**src/rtl/hsi_rx_crc_check.sv**
```systemverilog
// Receive-side CRC-16/CCITT-FALSE checker: strips the two trailing CRC bytes,
// forwards the payload through a 2-byte delay line and issues one verdict per frame.
`timescale 1ns/1ps
module hsi_rx_crc_check #(
  parameter int MAX_LEN = 1024
) (
  input  logic        clk,
  input  logic        rst,
  input  logic        in_valid,
  input  logic        in_sof,
  input  logic        in_eof,
  input  logic [7:0]  in_data,
  output logic        out_valid,
  output logic        out_sof,
  output logic        out_eof,
  output logic [7:0]  out_data,
  output logic        frame_done,
  output logic        frame_ok,
  output logic [1:0]  err_type,
  output logic [15:0] err_cnt
);

  typedef enum logic [1:0] {IDLE = 2'd0, RECV = 2'd1, DISCARD = 2'd2} state_t;

  localparam logic [15:0] MAX_LEN_W = 16'(MAX_LEN);
  localparam logic [1:0]  ERR_CRC   = 2'd0;
  localparam logic [1:0]  ERR_SHORT = 2'd1;
  localparam logic [1:0]  ERR_LONG  = 2'd2;
  localparam logic [1:0]  ERR_ABORT = 2'd3;

  function automatic logic [15:0] crc16_byte(input logic [15:0] crc_in, input logic [7:0] data);
    logic [15:0] c;
    c = crc_in;
    for (int i = 7; i >= 0; i--) begin
      if (c[15] ^ data[i]) c = {c[14:0], 1'b0} ^ 16'h1021;
      else                 c = {c[14:0], 1'b0};
    end
    return c;
  endfunction

  state_t      state_r, state_s;
  logic [15:0] crc_r, cnt_r;
  logic [7:0]  buf0_r, buf1_r;
  logic        sof_s, take_s, over_s;
  logic [15:0] crc_next_s;
  logic        out_valid_s, out_sof_s, out_eof_s, done_s, ok_s;
  logic [1:0]  err_s;

  // A sof byte reloads the CRC, so it always folds onto 0xFFFF regardless of state.
  assign sof_s      = in_valid & in_sof;
  assign take_s     = sof_s | (in_valid & (state_r == RECV));
  assign over_s     = in_valid & ~in_sof & (state_r == RECV) & (cnt_r >= MAX_LEN_W);
  assign crc_next_s = crc16_byte(sof_s ? 16'hFFFF : crc_r, in_data);

  // State register
  always_ff @(posedge clk or posedge rst) begin
    if (rst) state_r <= IDLE;
    else     state_r <= state_s;
  end

  // Next-state logic
  always_comb begin
    state_s = state_r;
    case (state_r)
      IDLE, DISCARD: begin
        if (sof_s)                                         state_s = in_eof ? IDLE : RECV;
        else if (state_r == DISCARD && in_valid && in_eof) state_s = IDLE;
        else                                               state_s = state_r;
      end
      RECV: begin
        if (sof_s)                 state_s = in_eof ? IDLE : RECV;
        else if (over_s)           state_s = in_eof ? IDLE : DISCARD;
        else if (in_valid && in_eof) state_s = IDLE;
        else                       state_s = RECV;
      end
      default: state_s = IDLE;
    endcase
  end

  // Output decode; forwarding starts once two bytes sit in the delay line
  always_comb begin
    out_valid_s = 1'b0;
    out_sof_s   = 1'b0;
    out_eof_s   = 1'b0;
    done_s      = 1'b0;
    ok_s        = 1'b0;
    err_s       = ERR_CRC;
    case (state_r)
      IDLE, DISCARD: begin
        if (sof_s && in_eof) begin
          done_s = 1'b1;
          err_s  = ERR_SHORT;
        end else begin
          done_s = 1'b0;
        end
      end
      RECV: begin
        if (sof_s) begin
          done_s = 1'b1;
          err_s  = ERR_ABORT;
        end else if (over_s) begin
          done_s = 1'b1;
          err_s  = ERR_LONG;
        end else if (in_valid && in_eof) begin
          done_s = 1'b1;
          if (cnt_r < 16'd2) begin
            err_s = ERR_SHORT;
          end else begin
            out_valid_s = 1'b1;
            out_eof_s   = 1'b1;
            out_sof_s   = (cnt_r == 16'd2);
            ok_s        = (crc_next_s == 16'h0000);
            err_s       = ERR_CRC;
          end
        end else if (in_valid && cnt_r >= 16'd2) begin
          out_valid_s = 1'b1;
          out_sof_s   = (cnt_r == 16'd2);
        end else begin
          out_valid_s = 1'b0;
        end
      end
      default: done_s = 1'b0;
    endcase
  end

  // CRC, saturating byte counter and the 2-byte delay line
  always_ff @(posedge clk or posedge rst) begin
    if (rst) begin
      crc_r  <= 16'hFFFF;
      cnt_r  <= 16'd0;
      buf0_r <= 8'h00;
      buf1_r <= 8'h00;
    end else if (take_s) begin
      crc_r <= crc_next_s;
      if (sof_s) begin
        cnt_r  <= 16'd1;
        buf0_r <= 8'h00;
        buf1_r <= in_data;
      end else begin
        cnt_r  <= (cnt_r == 16'hFFFF) ? cnt_r : cnt_r + 16'd1;
        buf0_r <= buf1_r;
        buf1_r <= in_data;
      end
    end
  end

  // Registered outputs and saturating error counter
  always_ff @(posedge clk or posedge rst) begin
    if (rst) begin
      out_valid  <= 1'b0;
      out_sof    <= 1'b0;
      out_eof    <= 1'b0;
      out_data   <= 8'h00;
      frame_done <= 1'b0;
      frame_ok   <= 1'b0;
      err_type   <= 2'd0;
      err_cnt    <= 16'd0;
    end else begin
      out_valid  <= out_valid_s;
      out_sof    <= out_sof_s;
      out_eof    <= out_eof_s;
      out_data   <= out_valid_s ? buf0_r : 8'h00;
      frame_done <= done_s;
      frame_ok   <= ok_s;
      err_type   <= (done_s && !ok_s) ? err_s : 2'd0;
      if (done_s && !ok_s && err_cnt != 16'hFFFF) err_cnt <= err_cnt + 16'd1;
    end
  end

endmodule
```
**config.mk**
```make
export PLATFORM = sky130hd
export DESIGN_NAME = hsi_rx_crc_check
export DESIGN_NICKNAME = d
export VERILOG_FILES = /design/src/rtl/hsi_rx_crc_check.sv
export SDC_FILE = /design/constraint.sdc
export NUM_CORES = 1
export LEC_CHECK = 0
export CAP_MARGIN = 20
export CORE_ASPECT_RATIO = 0.5
export CORE_MARGIN = 8
export CORE_UTILIZATION = 45
export DETAILED_ROUTE_END_ITERATION = 8
export GPL_ROUTABILITY_DRIVEN = 0
export HOLD_SLACK_MARGIN = 0.12
export PLACE_DENSITY = 0.63
export SYNTH_ARGS = -nofsm -noshare
export SYNTH_HDL_FRONTEND = slang
export SYNTH_SLANG_ARGS = --single-unit
```
**constraint.sdc**
```tcl
create_clock -name clk -period 3.5 [get_ports clk]
set_input_delay 0.7 -clock clk [delete_from_list [all_inputs] [get_ports clk]]
set_output_delay 0.7 -clock clk [all_outputs]
set_load 0.01 [all_outputs]
```
==> results.toml, run 1 <==
[status]
status = "completed"

[setup_path]
crit_arrival_ns = 3.25
crit_chain = "clkdlybuf4s50_1 > a21oi_2 > xnor2_2 > xor3_2 > mux2i_1 > or4_1 > nand2_1 > mux2_1"
crit_path_max_incr_delay_ns = 0.60
path_max_fanout = 3
cp-endpoint = "err_cnt[1]$_DFFE_PP0P_"
endpoint_kind = "flip-flop"
crit_start = "in_valid"
critPathKind = "in -> reg"
r2r_start = "crc_r[15]$_DFFE_PP1P_"
crit_required_ns = 3.72
crit-reg2reg-capture = "err_cnt[1]$_DFFE_PP0P_"
cp_slowest_cell = "or4_1"
rrSetupSlack_ns = 0.83
cp-start-kind = "primary input"
reg2regPathDepth = 7

[final_layout]
fin_util_pct = 56.99
finalInstanceArea_um2 = 4946
drive_gt1_share_pct = 12.94
antenna_cells = 0
areaGrowthSynthToFinish_pct = 23.61
nets = 467

[yosys]
synth_edf_count = 0
ys_warn_count = 0
ys_async_sr_fraction_pct = 100.0
syn_area_per_cell_um2 = 10.00
postSynthCellCount = 400
seq_area_frac_synth_pct = 51.16
syn-num-nets = 416
syn_area_um2 = 4001
ys_seq_elements = 81
synth_cell_types = 47
ys_dominant_reg_cell = "dfrtp_1"

[global_route]
grt_max_degree = 47
track_usage_pct = 15.49
grt_pass1_vias = 2984
grt_pass1_wl_um = 15120
grt.overflow.total = 0
antenna_found_initial = 0

[routing]
finalWirelength_um = 8825
first_pass_iters = 4
avgViaCountPerCell = 5.241
vias = 3003
drcViolationCount = 0
drt-initial-drc-count = 149
drtAntennaViolNets = 0
wl_per_cell_um = 15.40

[pwr]
cellLeakagePower_uw = 0.002162
ir_drop_v = 0.0003032
powerDensity_nw_per_um2 = 686.1

[floorplan]
dieArea_um2 = 12350
core_um2 = 8678
ios = 44
start_util_pct = 46.11
die_h_um = 82.68
fp-row-count = 24
die_w_um = 149.4

[timing]
fin_worst_skew_ns = 0.007079
fin_crit_ns = 3.030
final_max_slew_viol_count = 0
setup_viol = 0
fin_crit_sh_pct = 86.56
setup_tns_ns = 0
hold_viol = 0
grt_setup_unrepaired = "no"
max_slew_margin_pct = 53.00
tightestPinTransition_ns = 0.6996
max_freq_mhz = 330.1

[clocking]
clockBufferDepth = 2
cts.sinks = 81
clkSlewWorstSetupHoldPaths_ns = 0.06
htreeDepth = 3
cts-buffers-inserted = 9
cts_resized = 0
cts-hold-fix-buffers = 0
postCtsSetupBuffers = 0
clock-root-buffer = "clkbuf_16"
insertion_delay_ns = 0.34
cts_tree = "yes"

[placed_design]
post_dp_cell_area_um2 = 4639
dp_hpwl_um = 6192
port_buffers = 43

[job]
maxCapViolations = 0

[min_path]
holdCritPathClass = "reg -> reg"
==> sequential cells by signal (all words and copies together), names as in the netlist, 2 cells and up <==
name,count
err_type,2
buf1_r,8
cnt_r,16
crc_r,16
err_cnt,16
out_data,8
buf0_r,8
state_r,2
==> metal layers <==
| layer | track usage (%) | wire length [um] |
|---|---|---|
| met5 | 0 | 0 |
| met4 | 4.795 | 43 |
| met3 | 4.513 | 377 |
| met2 | 25.09 | 4113 |
| met1 | 19.97 | 4290 |
==> final cells by class <==
cell class	instances	area, um2
tap	117	146.4
clock inverter	6	67.56
timing repair buffer	62	585.6
multi-input combinational	292	1842
sequential	81	2047
fill	758	3732
clock buffer	10	239.0
inverter	5	18.77
==> power breakdown <==
part	switching, uW	total, uW	internal [uW]
combinational	526	1080	551
sequential	184	1360	1170
clock	386	959	573
total	1100	3390	2300
==> kinds of logic (layout without fill, tap and decap cells) <==
family / Yosys count / in the layout / synth area share (%)
AOI/OAI and AO/OA: 50 / 50 / 8.067
xor gates and xnor gates: 65 / 65 / 15.54
adders and majority gates: 3 / 3 / 0.9382
buffers and inverters: 27 / 83 / 2.908
DFF: 81 / 81 / 51.16
muxes: 3 / 3 / 0.7817
and+or+nand+nor: 171 / 171 / 20.61
==> Yosys cell counts, drive strengths merged, types with 3 or more instances <==
cell type	number	area share (%)
dfrtp	65	41
nand2	51	4.8
xnor2	42	9.4
nor2	40	3.8
nand3	21	2.6
o21ai	21	2.6
xor2	21	5.0
dfstp	16	11
clkbuf	14	1.3
nand4	14	2.2
and2	11	1.7
and3	9	1.4
nor3	9	1.1
a22o	8	1.8
buf	8	1.1
a31oi	7	1.1
inv	5	0.47
a21oi	4	0.59
ha	3	0.94
==> placed cells by master (no fill, tap or decap), drive strengths merged, types with 2 or more instances in the layout <==
master         instances
dfstp                 16
o21ai                 21
o21a                   2
clkdlybuf4s50         43
nor2                  40
clkbuf                10
and4                   2
and2                  11
buf                   19
nand4                 14
o211ai                 2
dfrtp                 65
a31oi                  7
mux2i                  2
nand2b                 2
inv                    5
nor4                   2
clkinv                 3
clkinvlp               2
ha                     3
o31ai                  2
nand3                 21
nand3b                 2
xnor2                 42
nor3                   9
xor2                  21
a21oi                  4
and3                   9
nand2                 51
a22o                   8
nor2b                  2
==> per-stage QoR <==
| stage | setup WS (ns) | hold WS, ns | instances | power, uW |
|---|---|---|---|---|
| final | 0.4705 | 0.4812 | 573 | 3393 |
| after global routing | 0.3476 | 0.4965 | 573 | 3602 |
| after CTS | 0.4830 | 0.4853 | 573 | 3421 |
| after detailed placement | 0.1327 | 0.4709 | 557 | 2448 |
| after global placement | 0.1926 | 0.4591 | 557 | 2409 |
| after floorplan | 0.6406 | 0.4461 | 400 | 2088 |
==> critical path: cells and delay by family <==
family                    cells  cell delay, ns
and+or+nand+nor               2            0.74
xor gates and xnor gates      2            0.72
muxes                         2            0.48
AOI/OAI and AO/OA             1            0.09
buffers and inverters         1            0.52
==> worst min path at each step <==
stage / startpoint / endpoint / slack [ns] / cells after the start
floorplan: buf1_r[0]$_DFFE_PP0P_ / buf1_r[0]$_DFFE_PP0P_ / 0.45 / 2
CTS: buf0_r[4]$_DFFE_PP0P_ / out_data[4]$_DFF_PP0_ / 0.49 / 1
global route: buf0_r[4]$_DFFE_PP0P_ / out_data[4]$_DFF_PP0_ / 0.50 / 1
global placement: buf1_r[3]$_DFFE_PP0P_ / buf1_r[3]$_DFFE_PP0P_ / 0.46 / 2
finish: buf1_r[3]$_DFFE_PP0P_ / buf1_r[3]$_DFFE_PP0P_ / 0.48 / 2
detailed placement: buf1_r[3]$_DFFE_PP0P_ / buf1_r[3]$_DFFE_PP0P_ / 0.47 / 2
No activity file was read; power rests on OpenSTA's default activity.
==> inputs of run 2 (changes only) <==
--- a/config.mk
+++ b/config.mk
@@ -10,9 +10,10 @@
 export CORE_MARGIN = 8
 export CORE_UTILIZATION = 45
 export DETAILED_ROUTE_END_ITERATION = 8
+export DONT_BUFFER_PORTS = 1
 export GPL_ROUTABILITY_DRIVEN = 0
 export HOLD_SLACK_MARGIN = 0.12
-export PLACE_DENSITY = 0.63
+export PLACE_DENSITY = 0.57
 export SYNTH_ARGS = -nofsm -noshare
 export SYNTH_HDL_FRONTEND = slang
 export SYNTH_SLANG_ARGS = --single-unit
==> run 2 against run 1 <==
  * First-iteration DRC count is 16% higher
  * Die area stayed put
  * Setup slack better by 0.29 ns
  * Flip-flop and latch count stayed put
  * Power is 0.80% lower
  * Sequential share of layout area is 4.6 points higher
  * Non-clock buffer count is 56 lower
  * Register-to-register slack worse by 0.07 ns
  * Wire length is 3.5% lower
  * Highest routed layer unchanged
  * Clock-buffer cell count is 1 lower
  * Utilization is 5.7 points lower
  * Cell count is 9.9% lower
==> results.toml, run 2 (synthesis gave the netlist of run 1 again) <==
[status]
status = "completed"

[routing]
wl_per_cell_um = 16.50
finalWirelength_um = 8514
route.met3.wl_um = 538
highest_layer = "met4"
first_pass_iters = 4
avgViaCountPerCell = 5.444
drt-initial-drc-count = 173
drtAntennaViolNets = 0
met2WireLength_um = 3786
drt-met1-wl_um = 4078
drcViolationCount = 0
vias = 2809

[setup_path]
crit_path_max_incr_delay_ns = 0.58
crit_required_ns = 3.74
crit_arrival_ns = 2.98
critPathKind = "reg -> reg"
cp-start-kind = "flip-flop"
endpoint_kind = "flip-flop"
crit_chain = "a21oi_2 > xnor2_2 > xor3_2 > mux2i_1 > or4_1 > buf_4 > nand3_1 > xnor2_1"
cp_slowest_cell = "or4_1"
path_max_fanout = 14

[placed_design]
dp_slack_ns = 0.4723
dp.cells = 501
post_dp_cell_area_um2 = 4111
dp_hpwl_um = 5867
port_buffers = 0

[timing]
final_max_slew_viol_count = 0
fin_ws_ns = 0.7593
fin_crit_ns = 2.741
setup_viol = 0
fin_crit_sh_pct = 78.31
max_slew_margin_pct = 42.67
fin_worst_skew_ns = 0.008288
grt_setup_unrepaired = "no"
setup_tns_ns = 0
tightestPinTransition_ns = 0.8586
hold_viol = 0
max_freq_mhz = 364.9

[clocking]
clkSlewWorstSetupHoldPaths_ns = 0.07
insertion_delay_ns = 0.34
clockBufferDepth = 2
cts_tree = "yes"
clock-root-buffer = "clkbuf_16"
postCtsSetupBuffers = 0
cts_resized = 0
cts-hold-fix-buffers = 0
cts-buffers-inserted = 9
cts.sinks = 81
htreeDepth = 3

[floorplan]
start_util_pct = 46.11
die_w_um = 149.4
core_um2 = 8678
dieArea_um2 = 12350
ios = 44
die_h_um = 82.68
fp-row-count = 24

[pwr]
cellLeakagePower_uw = 0.001962
ir_drop_v = 0.0003024
powerDensity_nw_per_um2 = 756.2

[final_layout]
finalInstanceArea_um2 = 4452
nets = 411
fin_cells = 516
drive_gt1_share_pct = 11.28
final_cell_mix = "65 x dfrtp_1, 51 x nand2_1, 41 x xnor2_1, 40 x nor2_1, 21 x nand3_1"
areaGrowthSynthToFinish_pct = 11.26
mostFrequentLayoutCell = "dfrtp_1"
n_fill_cell = 787
top_regs = "cnt_r: 16 flops, crc_r: 16 flops, err_cnt: 16 flops"
antenna_cells = 0
fin_util_pct = 51.30

[global_route]
grt.overflow.total = 0
grt_max_degree = 47
grt_pass1_vias = 2694
antenna_found_initial = 0
grt_pass1_wl_um = 14100
track_usage_pct = 14.71

[min_path]
holdCritPathClass = "in -> async"

[job]
maxCapViolations = 0
[run 2: changes by cell type in the layout (fill, tap and decap cells not counted), sizes merged]
cell	delta
inv	+1
clkbuf	-1
clkinvlp	-1
clkinv	-2
buf	-13
clkdlybuf4s50	-43
bufinv	+2
[run 2: path summary, 6_finish.rpt]
| check | start | slack [ns] | cells past startpoint | to |
|---|---|---|---|---|
| setup / recovery | crc_r[15]$_DFFE_PP1P_ | 0.76 | 8 | err_cnt[4]$_DFFE_PP0P_ |
| hold / removal | rst | 0.42 | 1 | err_type[1]$_DFF_PP0_ |
| setup reg to reg | crc_r[15]$_DFFE_PP1P_ | 0.76 | 8 | err_cnt[4]$_DFFE_PP0P_ |
| hold reg to reg | buf1_r[1]$_DFFE_PP0P_ | 0.48 | 2 | buf1_r[1]$_DFFE_PP0P_ |
| max in group asynchronous | rst | 2.38 | 2 | buf0_r[5]$_DFFE_PP0P_ |
| min in group clk | in_eof | 0.47 | 1 | state_r[1]$_DFFE_PP0P_ |
[run 2: critical path: cells and delay by family, from the launching register on]
kind / cells / cell delay (ns)
xor gates and xnor gates: 3 / 0.92
AOI/OAI and AO/OA: 1 / 0.05
buffers and inverters: 1 / 0.22
DFF: 1 / 0.56
and+or+nand+nor: 2 / 0.69
muxes: 1 / 0.19
[run 2: layer usage]
metal  global-route usage [%]  vias up
met2                    22.37       72
met5                        0        -
met1                    19.19     1373
met3                    5.873       12
met4                    4.196        0
li1                         -     1352
[run 2: report_power, final]
group | internal, uW | total (uW) | switching [uW]
registers | 1170 | 1390 | 216
clock network | 696 | 1070 | 376
logic | 437 | 906 | 469
[run 2: layout make-up]
class	instances	area (um2)	share of cell area, %
clock inverter	6	115.1	2.586
tap	117	146.4	3.288
multi-input combinational	292	1842	41.37
inverter	5	18.77	0.4216
clock buffer	9	225.2	5.059
timing repair buffer	6	57.56	1.293
sequential	81	2047	45.98
[run 2: metrics by stage]
stage	hold WS (ns)	total power, uW
after floorplan	0.4461	2088
after global placement	0.4638	2274
after detailed placement	0.4646	2299
after CTS	0.4478	3395
after global routing	0.4583	3586
final	0.4235	3366
